[config.mk]
export PLATFORM = sky130hd
export DESIGN_NAME = enemy_formation
export DESIGN_NICKNAME = d
export VERILOG_FILES = /design/src/rtl/invaders_pkg.sv /design/src/rtl/frame_edge_sync.sv /design/src/rtl/enemy_formation.sv
export SDC_FILE = /design/constraint.sdc
export NUM_CORES = 1
export LEC_CHECK = 0
export BUFFER_PORTS_ARGS = -buffer_cell sky130_fd_sc_hd__buf_2
export CAP_MARGIN = 20
export CORE_ASPECT_RATIO = 0.6
export CORE_UTILIZATION = 50
export DETAILED_ROUTE_END_ITERATION = 6
export PLACE_DENSITY = 0.77
export REMOVE_ABC_BUFFERS = 1
export SYNTH_ARGS = -nofsm -noshare
export SYNTH_HDL_FRONTEND = slang
export SYNTH_HIERARCHICAL = 1
export SYNTH_SLANG_ARGS = --single-unit
[constraint.sdc]
create_clock -name Clk -period 4.7 [get_ports Clk]
set_input_delay 0.94 -clock Clk [delete_from_list [all_inputs] [get_ports Clk]]
set_output_delay 0.94 -clock Clk [all_outputs]
set_load 0.005 [all_outputs]
[src/rtl/invaders_pkg.sv]
// invaders_pkg: shared geometry constants, formation FSM states and the alive-bitmap type.
package invaders_pkg;
  localparam int NUM_ROWS    = 6;
  localparam int MAX_COLS    = 10;
  localparam int COL_PITCH   = 64;
  localparam int SPRITE_W    = 32;
  localparam int SCREEN_W    = 640;
  localparam int ANIM_FRAME1 = 8;
  typedef enum logic [1:0] {S_IDLE, S_WAIT, S_SCAN, S_MOVE} formation_state_t;
  typedef logic [MAX_COLS-1:0][NUM_ROWS-1:0] status_t;
endpackage

[src/rtl/frame_edge_sync.sv]
// frame_edge_sync: two-flop synchroniser on the VSYNC-derived level plus a one-cycle rising-edge pulse.
module frame_edge_sync (
  input  logic Clk,
  input  logic Reset,
  input  logic i_level,
  output logic o_tick
);
  logic [2:0] r_sync;
  always_ff @(posedge Clk or negedge Reset)
    if (!Reset) r_sync <= '0;
    else r_sync <= {r_sync[1:0], i_level};
  assign o_tick = r_sync[1] & ~r_sync[2];
endmodule

[src/rtl/enemy_formation.sv]
// enemy_formation: invader grid alive bitmap, march offset with edge reversal, animation select and hit retirement.
// Optional macro SPEEDUP_EN shortens the march period as the population shrinks.
module enemy_formation
  import invaders_pkg::*;
#(
  parameter int NUM_COLS    = 8,
  parameter int STEP_PX     = 4,
  parameter int STEP_FRAMES = 16,
  parameter int ANIM_STEPS  = 2
) (
  input  logic       Clk,
  input  logic       Reset,
  input  logic       frame_clk,
  input  logic       new_wave,
  input  logic       hit_valid,
  input  logic [3:0] hit_col,
  input  logic [2:0] hit_row,
  output logic       hit_ack,
  output logic       hit_kill,
  output logic [9:0] enemy_offset,
  output logic [7:0] animation_offset,
  output status_t    enemy_status,
  output logic [5:0] enemies_left,
  output logic       wave_cleared
);
  localparam int TOTAL = NUM_ROWS * NUM_COLS;
  formation_state_t r_state, w_next;
  status_t r_status, r_snap, w_full;
  logic [5:0] r_left;
  logic [9:0] r_offset;
  logic r_dir_left, r_anim, r_ack, r_kill;
  logic [15:0] r_fcnt, w_period;
  logic [7:0] r_step;
  logic [3:0] r_col, r_rmost;
  logic [10:0] w_right_edge;
  logic w_tick, w_last, w_period_end, w_accept, w_kill, w_can_right, w_can_left, w_anim_end;

  frame_edge_sync u_sync (.Clk(Clk), .Reset(Reset), .i_level(frame_clk), .o_tick(w_tick));

`ifdef SPEEDUP_EN
  logic [15:0] r_period, w_speed;
  logic [8:0] w_pop;
  assign w_pop = 9'(r_left);
  always_comb begin
    w_speed = ((w_pop << 3) <= 9'(TOTAL)) ? 16'(STEP_FRAMES >> 3) :
              ((w_pop << 2) <= 9'(TOTAL)) ? 16'(STEP_FRAMES >> 2) :
              ((w_pop << 1) <= 9'(TOTAL)) ? 16'(STEP_FRAMES >> 1) : 16'(STEP_FRAMES);
    if (w_speed == '0) w_speed = 16'd1;
  end
  assign w_period = r_period;
`else
  assign w_period = 16'(STEP_FRAMES);
`endif

  always_comb
    for (int c = 0; c < MAX_COLS; c++) w_full[c] = (c < NUM_COLS) ? '1 : '0;

  assign w_last       = r_col == 4'(NUM_COLS - 1);
  assign w_period_end = r_fcnt >= w_period - 16'd1;
  assign w_accept     = hit_valid && !r_ack;
  assign w_kill       = w_accept && r_state != S_IDLE && hit_col < 4'(NUM_COLS) &&
                        hit_row < 3'(NUM_ROWS) && r_status[hit_col][hit_row];
  // Right limit uses the rightmost live column so a thinned grid marches further.
  assign w_right_edge = 11'(r_offset) + 11'(r_rmost) * 11'(COL_PITCH) + 11'(SPRITE_W + STEP_PX);
  assign w_can_right  = w_right_edge <= 11'(SCREEN_W);
  assign w_can_left   = r_offset >= 10'(STEP_PX);
  assign w_anim_end   = r_step >= 8'(ANIM_STEPS - 1);

  always_ff @(posedge Clk or negedge Reset)
    if (!Reset) r_state <= S_IDLE;
    else r_state <= w_next;

  always_comb begin
    w_next = r_state;
    if (new_wave) w_next = S_WAIT;
    else
      case (r_state)
        S_WAIT:  w_next = (r_left == '0) ? S_IDLE : w_tick ? S_SCAN : S_WAIT;
        S_SCAN:  w_next = (r_left == '0) ? S_IDLE : !w_last ? S_SCAN : w_period_end ? S_MOVE : S_WAIT;
        S_MOVE:  w_next = S_WAIT;
        default: w_next = r_state;
      endcase
  end

  always_ff @(posedge Clk or negedge Reset)
    if (!Reset) begin
      r_status   <= '0;
      r_snap     <= '0;
      r_left     <= '0;
      r_offset   <= '0;
      r_dir_left <= 1'b0;
      r_anim     <= 1'b0;
      r_ack      <= 1'b0;
      r_kill     <= 1'b0;
      r_fcnt     <= '0;
      r_step     <= '0;
      r_col      <= '0;
      r_rmost    <= '0;
`ifdef SPEEDUP_EN
      r_period   <= 16'(STEP_FRAMES);
`endif
    end else if (new_wave) begin
      r_status   <= w_full;
      r_left     <= 6'(TOTAL);
      r_offset   <= '0;
      r_dir_left <= 1'b0;
      r_anim     <= 1'b0;
      r_ack      <= 1'b0;
      r_kill     <= 1'b0;
      r_fcnt     <= '0;
      r_step     <= '0;
`ifdef SPEEDUP_EN
      r_period   <= 16'(STEP_FRAMES);
`endif
    end else begin
      r_ack  <= w_accept;
      r_kill <= w_kill;
      if (w_kill) begin
        r_status[hit_col][hit_row] <= 1'b0;
        r_left <= r_left - 6'd1;
      end
      if (r_state == S_WAIT && w_tick) begin
        r_snap  <= r_status;
        r_col   <= '0;
        r_rmost <= '0;
      end
      if (r_state == S_SCAN) begin
        r_col <= r_col + 4'd1;
        if (|r_snap[r_col]) r_rmost <= r_col;
        if (w_last) r_fcnt <= w_period_end ? '0 : r_fcnt + 16'd1;
      end
      if (r_state == S_MOVE) begin
        r_step <= w_anim_end ? '0 : r_step + 8'd1;
        if (w_anim_end) r_anim <= ~r_anim;
        if (!r_dir_left) begin
          if (w_can_right) r_offset <= r_offset + 10'(STEP_PX);
          else r_dir_left <= 1'b1;
        end else begin
          if (w_can_left) r_offset <= r_offset - 10'(STEP_PX);
          else r_dir_left <= 1'b0;
        end
`ifdef SPEEDUP_EN
        r_period <= w_speed;
`endif
      end
    end

  assign hit_ack          = r_ack;
  assign hit_kill         = r_kill;
  assign enemy_offset     = r_offset;
  assign animation_offset = r_anim ? 8'(ANIM_FRAME1) : 8'd0;
  assign enemy_status     = r_status;
  assign enemies_left     = r_left;
  assign wave_cleared     = r_left == '0;
endmodule
==> metrics, run 1 <==
status completed; Pre-antenna DRT Iters 5; Yosys reg bits 175; global placement routability congestion 0.9092; vias in the first global route about 6,000; met2 wire length 8.406 mm; Area contributors post-synth dfrtp_1, mux2_2, nor2_1; dominant synthesized flop cell dfrtp_1; wire per inst ~19 µm; clk root buf clkbuf_16; Peak Freq 323.4 MHz; total grt overflow 0; Worst Hold Class flip-flop to flip-flop; die width roughly 170 µm; Distinct cells, synth 65; final setup TNS 0 ps; leak pwr 0.003830 µW; vias post-DR 6,470; highest routed layer met4; H-tree levels 4; WP data required 5050 ps; unrepaired setup endpoints after global routing no; Worst Max-Slew Pin Slew 1008 ps; IO buf count 89; Max Cap Viol 0; Final HPWL DP 14.49 mm; Core Area 0.01640 mm²; DRC 0; number of cell rows 36; CP Capture Type flip-flop; Comb power frac 0.069; nets@finish 880; vias per inst approximately 5.9; min Tclk post-route 3092 ps; hold buffer count at cts 0; final worst slack 1608 ps; initial antenna violation count 0; power share of the clock group 0.448; Sink Count 175; share of layout cells above drive strength 1 0.2537; Syn-to-layout area delta 14.41%; met3 wire length 1.894 mm; CP arrival 3440 ps; Syn Area/Cell between 10 and 15 µm²; wire length on met1 10.06 mm; count of final setup violators 0; TritonCTS clock tree done; Worst Path Max Fanout 19; most frequent cells after synthesis dfrtp_1, nor2_1, a21oi_1; total CTS buffers 17; Post-synth EDFFs 0; clock latency reported for the late side of the worst-skew pair 440 ps; max-slew violations 0; post-synthesis sequential area ratio 0.5178; Reg clk slew, reported paths 70 ps; Die Area 0.01746 mm²; worst setup path class primary input to flip-flop; CP Launch Type primary input; Final Hold Viols 0; Initial DRC Count 630; crit share post-route 0.6579; Slew HR 0.3103; cell-internal power 2382 µW; cells after synthesis 780; pwr/cell area between 300 and 400 mW/mm²; sequential share of power 0.482; Mapped Area 0.008457 mm²; DP Worst Slack 1188 ps; setup bufs post-CTS 0; die span in y between 100 and 150 µm; Routed Antenna Nets 0; dominant cell by count in the synthesized netlist dfrtp_1; Total Routed Length 20.68 mm; ys async rst share 1.000; largest net degree at the start of global routing 90; ANT cells 0; Yosys warning total 6; Starting Density 0.5158; cell taking the most area after synthesis dfrtp_1; Ports a little under 100; clk buf depth 2; sw frac 0.2655; Psw 861.2 µW; VDD IR max 193.3 µV; final clock skew 15.54 ps; post-CTS sizing 0; R2R Setup Slk 1860 ps; first-pass GRT wire length around 34 mm; top cell type's share of synthesized area 0.5178; total track usage 0.2548
per-layer routing:
| metal | track usage | vias up |
|---|---|---|
| met5 | 0 | - |
| met4 | 0.08385 | 0 |
| met3 | 0.07102 | 26 |
| met2 | 0.3436 | 280 |
| met1 | 0.3911 | 3208 |
| li1 | - | 2956 |
worst paths after layout:
check / from / cells past startpoint / to
worst max-delay path: hit_col[0] / 8 / enemy_status[29]
worst min-delay path: u_sync/r_sync[0] / 0 / u_sync/r_sync[1]
worst max register to register: enemy_offset[7] / 8 / enemy_offset[9]
worst min register to register: u_sync/r_sync[0] / 0 / u_sync/r_sync[1]
max in group asynchronous: Reset / 2 / enemy_status[23]
min in group asynchronous: Reset / 1 / enemy_offset[6]
area by class of cell:
| cell class | count | area, µm² |
|---|---|---|
| inverter | 20 | 75.07 |
| clock inverter | 15 | 195.2 |
| fill | 1364 | 6720 |
| tap | 228 | 285.3 |
| timing repair buffer | 94 | 504.2 |
| clock buffer | 17 | 425.4 |
| multi-input combinational | 546 | 3811 |
| sequential | 175 | 4379 |
cell usage in the layout, fill, tap and decap left out, drive strengths merged, types with 10 or more instances in the layout:
cell type,n
nand2,20
nor2b,18
nor2,121
nor3,18
nor4,14
mux2i,17
o21ai,15
and3,10
a21oi,72
buf,94
dfrtp,175
clkbuf,17
mux2,69
ha,14
nand3,11
a211oi,10
inv,25
cells by family (layout without fill, tap and decap cells):
logic type,after synthesis,count (layout),synth area share
adder cells (fa/ha/maj),14,14,0.02071
AND/OR/NAND/NOR,263,263,0.1633
AO/OA/AOI/OAI,159,159,0.1195
buffers and inverters,67,146,0.03595
XOR/XNOR,6,6,0.006214
other,1,9,0.0004434
flip-flops,175,175,0.5178
multiplexers,95,95,0.1360
critical path, cell delays in order:
cell     delay (ps)
buf_2           360
mux4_2          580
a22o_1          220
a21oi_1         120
o22ai_1         130
o31ai_4         710
nor3_4          150
a21oi_1         220
flip-flops by register name, summed over array words and instances, names as in the netlist:
name and count:
enemies_left 6, enemy_offset 8, enemy_status 60, hit_ack 1, hit_kill 1, r_anim 1, r_col 4, r_dir_left 1
r_fcnt 16, r_rmost 4, r_snap 60, r_state 2, r_step 8, u_sync/r_sync 3
power groups by stage:
stage | Sequential (µW) | Combinational, µW | Clock (µW)
after global routing | 1570 | 254 | 1540
after CTS | 1560 | 226 | 1460
after floorplan | 1590 | 123 | 0
final | 1560 | 224 | 1450
after detailed placement | 1590 | 224 | 0
after global placement | 1590 | 218 | 0
metrics by stage:
step / instances / instance area [µm²] / util / total power, µW / hold WS, ps
6_report: 1095 / 9676 / 0.5901 / 3244 / 351.7
5_1_grt: 1095 / 9676 / 0.5901 / 3358 / 363.2
3_5_place_dp: 1063 / 9055 / 0.5523 / 1817 / 337.8
3_3_place_gp: 1063 / 9055 / 0.5523 / 1810 / 335.3
4_1_cts: 1095 / 9676 / 0.5901 / 3254 / 353.6
2_1_floorplan: 741 / 8258 / - / 1709 / 331.2
(Power assumes the default switching activity.)
==> inputs of run 2 (changes only) <==
PLACE_DENSITY = 0.8   (was 0.77)
clock period = 2.6 ns   (was 4.7 ns; I/O delays follow)
==> metrics, run 2 (same netlist as run 1, synthesis figures left out) <==
status completed; share of layout cells above drive strength 1 0.3104 (+0.05663); critical path cell sequence ha_4, nand4_1, and2_4, a211o_1, o31a_1, o21a_2, buf_6, or4_4, a21oi_2; Top Family by Delay on Critical Path simple AND/OR/NAND/NOR gates; DP Cell Count 1,110 (+4.4%); initial antenna violation count 0 (unchanged); WP data required 2960 ps (-2090 ps); worst setup path class flip-flop to flip-flop; Reg clk slew, reported paths 70 ps (about the same); met2 wire length 9.352 mm (+11%); Initial DRC Count 694 (+10%); final clock skew 17.05 ps (+1.507 ps); Ports 99 (unchanged); Sink Count 175 (unchanged); wire per inst 19.57 µm (+3.6%); Core Area 0.01640 mm² (unchanged); ANT cells 0 (unchanged); Die Area 0.01746 mm² (unchanged); Worst Hold Class primary input to async pin; Final HPWL DP 15.73 mm (+8.6%); Largest stage delay, worst path 480 ps (-230 ps); Syn-to-layout area delta 20.18%; total track usage 0.2724 (+0.01764); crit share post-route 0.9781; Critical Path End enemy_offset[7]; R2R Setup Slk 60 ps (-1800 ps); die span in y 102.7 µm (unchanged); most frequent cells in the layout dfrtp_1, nor2_1, buf_2; met3 wire length 2.673 mm (+41%); unrepaired setup endpoints after global routing yes; path depth of the worst reg2reg path 9 (+1); IO buf count 89 (unchanged); post-placement cell area 0.009445 mm² (+4.3%); count of final setup violators 0 (unchanged); clock latency reported for the late side of the worst-skew pair 440 ps (about the same); number of cell rows 36 (unchanged); DRC 0 (unchanged); Slew HR 0.5234 (+0.2131); CP bufs+invs 1 (unchanged); CP arrival 2900 ps (-540 ps); critical path depth in cells 9 (+1); vias in the first global route 6,473 (+7.6%); total CTS buffers 17 (unchanged); Max Cap Viol 0 (unchanged); die width 169.9 µm (unchanged); clk root buf clkbuf_16; Worst Path Max Fanout 6 (-13); first-pass GRT wire length 35.77 mm (+6.3%); pwr/cell area 586.1 mW/mm² (+75%); final core utilization 0.6199 (+0.02976); min Tclk post-route about 2500 ps; wire length on met1 10.01 mm (-0.50%); total grt overflow 0 (unchanged); CP Launch Type flip-flop; Worst Max-Slew Pin Slew 708.4 ps (-300.1 ps); Peak Freq 393.2 MHz; worst r2r src enemy_offset[6]; most common cell after layout, fill and taps aside dfrtp_1; max-slew violations 0 (unchanged); VDD IR max 443.5 µV (+130%); vias post-DR 6,928 (+7.1%); slowest stage cell, crit path or4_4; Worst Setup SP enemy_offset[6]; clk buf depth 2 (unchanged); highest routed layer met4; Non-Filler Instances 1,143 (+4.4%); multi-input logic area 0.003906 mm² (+2.5%); worst reg2reg endpoint enemy_offset[7]; Starting Density 0.5158 (unchanged); Design Area, Final 0.01016 mm² (+5.0%); Reg area 0.004379 mm² (unchanged); Filler cells 1,274 (-6.6%); final setup TNS 0 ps (unchanged); Final Hold Viols 0 (unchanged); largest net degree at the start of global routing 64 (-29%); nets@finish 928 (+5.5%); global placement routability congestion 0.9222 (+1.4%); vias per inst 6.061 (+2.6%); leak pwr 0.004075 µW (+6.4%); Tot Pwr 5957 µW (+84%); TritonCTS clock tree done; CP Capture Type flip-flop; H-tree levels 4 (unchanged); Pre-antenna DRT Iters 6 (+1); Total Routed Length 22.37 mm (+8.2%); Routed Antenna Nets 0 (unchanged)
-- run 2: changes by cell type in the layout (fill, tap and decap cells not counted), moves of 5 or more --
cell / before / now
buf_4: 5 / 48
ha_1: 14 / 9
a21oi_2: 0 / 5
a21oi_1: 72 / 67
-- run 2: stage by stage --
| stage | hold WS, ps | setup slack, ps |
|---|---|---|
| after floorplan | 224.4 | -1317 |
| after global routing | 68.00 | -33.41 |
| after detailed placement | 336.5 | -89.29 |
| final | 34.77 | 56.89 |
| after CTS | 43.87 | 2.930 |
| after global placement | 333.8 | -26.46 |
-- run 2: worst reg2reg max path, stage by stage (launching register included) --
cell	delay (ps)
dfrtp_1	410
ha_4	300
nand4_1	140
and2_4	210
a211o_1	260
o31a_1	120
o21a_2	260
buf_6	140
or4_4	480
a21oi_2	140
-- run 2: worst min-delay path by stage --
stage / startpoint / endpoint / slack [ps] / cells past startpoint
2_1_floorplan: Reset / enemies_left[0] / 220 / 0
3_3_place_gp: u_sync/r_sync[0] / u_sync/r_sync[1] / 330 / 0
3_5_place_dp: u_sync/r_sync[0] / u_sync/r_sync[1] / 340 / 0
4_1_cts: Reset / r_step[5] / 40 / 1
5_1_grt: Reset / r_snap[43] / 70 / 1
6_report: Reset / r_step[5] / 30 / 1
-- run 2: area by class of cell --
class	count	area share
clock buffers	18	0.04223
inverters	20	0.007386
clock inverters	14	0.01760
multi-input cells	546	0.3843
well taps	228	0.02807
repair buffers	142	0.08950
flip-flops and latches	175	0.4309
-- run 2: timing repair --
action                     in CTS  in global routing
setup endpoints to repair       5                  6
gates resized for setup         2                 18
buffers inserted                1                  0
hold buffers                    0                  0
pin swaps                       1                 11
-- run 2: per-layer routing --
layer  GRT usage  vias to the layer above
li1            -                     3058
met3     0.08061                       38
met2      0.3799                      418
met4     0.07346                        0
met5           0                        -
met1      0.4116                     3414
-- run 2: where the power goes --
group	switching (µW)	total [µW]	leakage [µW]	internal, µW
combinational	282	459	0.00186	177
sequential	47.9	2820	0.00192	2770
clock	1150	2680	0.000294	1530
==> inputs of run 3 (changes only) <==
PLACE_DENSITY = 0.77   (was 0.8)
clock period = 2.8 ns   (was 2.6 ns; I/O delays follow)
==> metrics, run 3 (same netlist as run 1, synthesis figures left out) <==
VDD IR max 343.4 µV (-23%); wire per inst 19.06 µm (-2.6%); clock latency reported for the late side of the worst-skew pair 440 ps (about the same); clk root buf clkbuf_16; total grt overflow 0 (unchanged); hold buffer count at cts 0 (unchanged); Starting Density 0.5158 (unchanged); status completed; critical path cell sequence ha_1, or4b_2, o2111ai_1, a211o_1, o31a_1, o21a_1, a211oi_1, mux2_2; initial antenna violation count 3 (+3); worst r2r src enemy_offset[9]; Slew HR 0.5381 (+0.01471); min Tclk post-route 2699 ps (+156.1 ps); Initial DRC Count 673 (-3.0%); count of final setup violators 0 (unchanged); post-CTS sizing 0 (-2); final clock skew 13.85 ps (-3.194 ps); Worst Max-Slew Pin Slew 686.5 ps (-21.86 ps); Sink Count 175 (unchanged); Comb power frac 0.076 (about the same); Routed Antenna Nets 0 (unchanged); worst reg2reg endpoint enemy_offset[9]; nets@finish 911 (-1.8%); DRC 0 (unchanged); die width 169.9 µm (unchanged); largest net degree at the start of global routing 83 (+30%); share of layout cells above drive strength 1 0.2795 (-0.03087); TritonCTS clock tree done; Worst Hold Class primary input to async pin; WP data required 3120 ps (+160 ps); CP Launch Type flip-flop; Largest stage delay, worst path 590 ps (+110 ps); most common cell after layout, fill and taps aside dfrtp_1; Pre-antenna DRT Iters 6 (unchanged); number of cell rows 36 (unchanged); Ports 99 (unchanged); cell-internal power 3935 µW (-12%); max-slew violations 0 (unchanged); unrepaired setup endpoints after global routing no; sw frac 0.2704 (+0.02244); final core utilization 0.6058 (-0.01412); IO buf count 89 (unchanged); total track usage 0.2614 (-0.01096); crit share post-route 0.9640 (-0.01412); vias per inst 5.877 (-3.0%); R2R Setup Slk 100 ps (+40 ps); total CTS buffers 17 (unchanged); Top Family by Delay on Critical Path compound AO/OA/AOI/OAI gates; Filler cells 1,362 (+6.9%); die span in y 102.7 µm (unchanged); CP bufs+invs 0 (-1); Core Area 0.01640 mm² (unchanged); worst setup path class flip-flop to flip-flop; global placement routability congestion 0.9220 (about the same); first-pass GRT wire length 34.23 mm (-4.3%); vias in the first global route 6,121 (-5.4%); vias post-DR 6,623 (-4.4%); CP Capture Type flip-flop; Max Cap Viol 0 (unchanged); CP arrival 3020 ps (+120 ps); Peak Freq 370.5 MHz (-5.8%); H-tree levels 4 (unchanged); Non-Filler Instances 1,127 (-1.4%); Reg clk slew, reported paths 70 ps (about the same); Worst Path Max Fanout 12 (+6); most frequent cells in the layout dfrtp_1, nor2_1, buf_2; Total Routed Length 21.48 mm (-4.0%); Die Area 0.01746 mm² (unchanged); setup bufs post-CTS 0 (-1); DP Cell Count 1,094 (-1.4%); clk buf depth 2 (unchanged); Final Hold Viols 0 (unchanged); sequential share of power 0.485 (+0.012); Final HPWL DP 15.17 mm (-3.6%); Syn-to-layout area delta 17.44%; leak pwr 0.003999 µW (-1.9%); power share of the clock group 0.438 (-0.012); slowest stage cell, crit path or4b_2; path depth of the worst reg2reg path 8 (-1); Psw 1458 µW (-1.3%); pwr/cell area 543.0 mW/mm² (-7.4%)
run 3: cell count changes in the layout (fill, tap and decap cells not counted), sizes merged:
cell      delta
diode        +1
inv          +5
clkbuf       -1
buf         -17
bufinv       -3
clkinv       +1
clkinvlp     -2
run 3: worst max path at each step:
stage,depth (start not counted),from,end
final,8,enemy_offset[9],enemy_offset[9]
after global routing,8,enemy_offset[6],enemy_offset[7]
after CTS,8,enemy_offset[9],enemy_offset[9]
after detailed placement,10,hit_col[1],enemy_status[36]
after global placement,10,hit_col[1],enemy_status[0]
after floorplan,4,r_state[1],r_col[0]
run 3: worst register-to-register path, cell delays in order, from the launching register on:
cell	delay, ps
dfrtp_1	410
ha_1	390
or4b_2	590
o2111ai_1	140
a211o_1	150
o31a_1	170
o21a_1	360
a211oi_1	110
mux2_2	280
run 3: per-layer routing:
| layer | track usage | wire length, µm | vias up |
|---|---|---|---|
| met5 | 0 | 27 | - |
| met4 | 0.07762 | 391 | 4 |
| met3 | 0.07217 | 1883 | 39 |
| met2 | 0.3572 | 8804 | 270 |
| met1 | 0.4011 | 10380 | 3276 |
| li1 | - | - | 3034 |
run 3: area by class of cell:
cell class | instances | area [µm²] | area share
Clock inverter | 15 | 166.4 | 0.01675
Antenna cell | 1 | 2.502 | 0.0002520
Multi-Input combinational cell | 546 | 3811 | 0.3837
Timing Repair Buffer | 125 | 787.0 | 0.07924
Tap cell | 228 | 285.3 | 0.02872
Sequential cell | 175 | 4379 | 0.4409
Clock buffer | 17 | 425.4 | 0.04283
Inverter | 20 | 75.07 | 0.007559
run 3: power by group through the flow:
stage | Combinational, µW | Clock (µW) | Sequential (µW)
CTS | 413 | 2390 | 2620
global route | 460 | 2510 | 2620
finish | 411 | 2360 | 2620
detailed placement | 410 | 0 | 2660
global placement | 402 | 0 | 2660
floorplan | 206 | 0 | 2660
run 3: per-stage QoR:
step                hold WS [ps]  setup TNS [ps]  instance area (µm²)  power [µW]  setup slack, ps
floorplan                  264.4          -65860                 8258        2868            -1117
global placement           333.3               0                 9338        3065            109.4
detailed placement         335.5               0                 9338        3075            29.68
CTS                        150.7               0                 9930        5422            147.2
global route               167.0               0                 9932        5592            15.57
finish                     126.8               0                 9932        5393            100.8
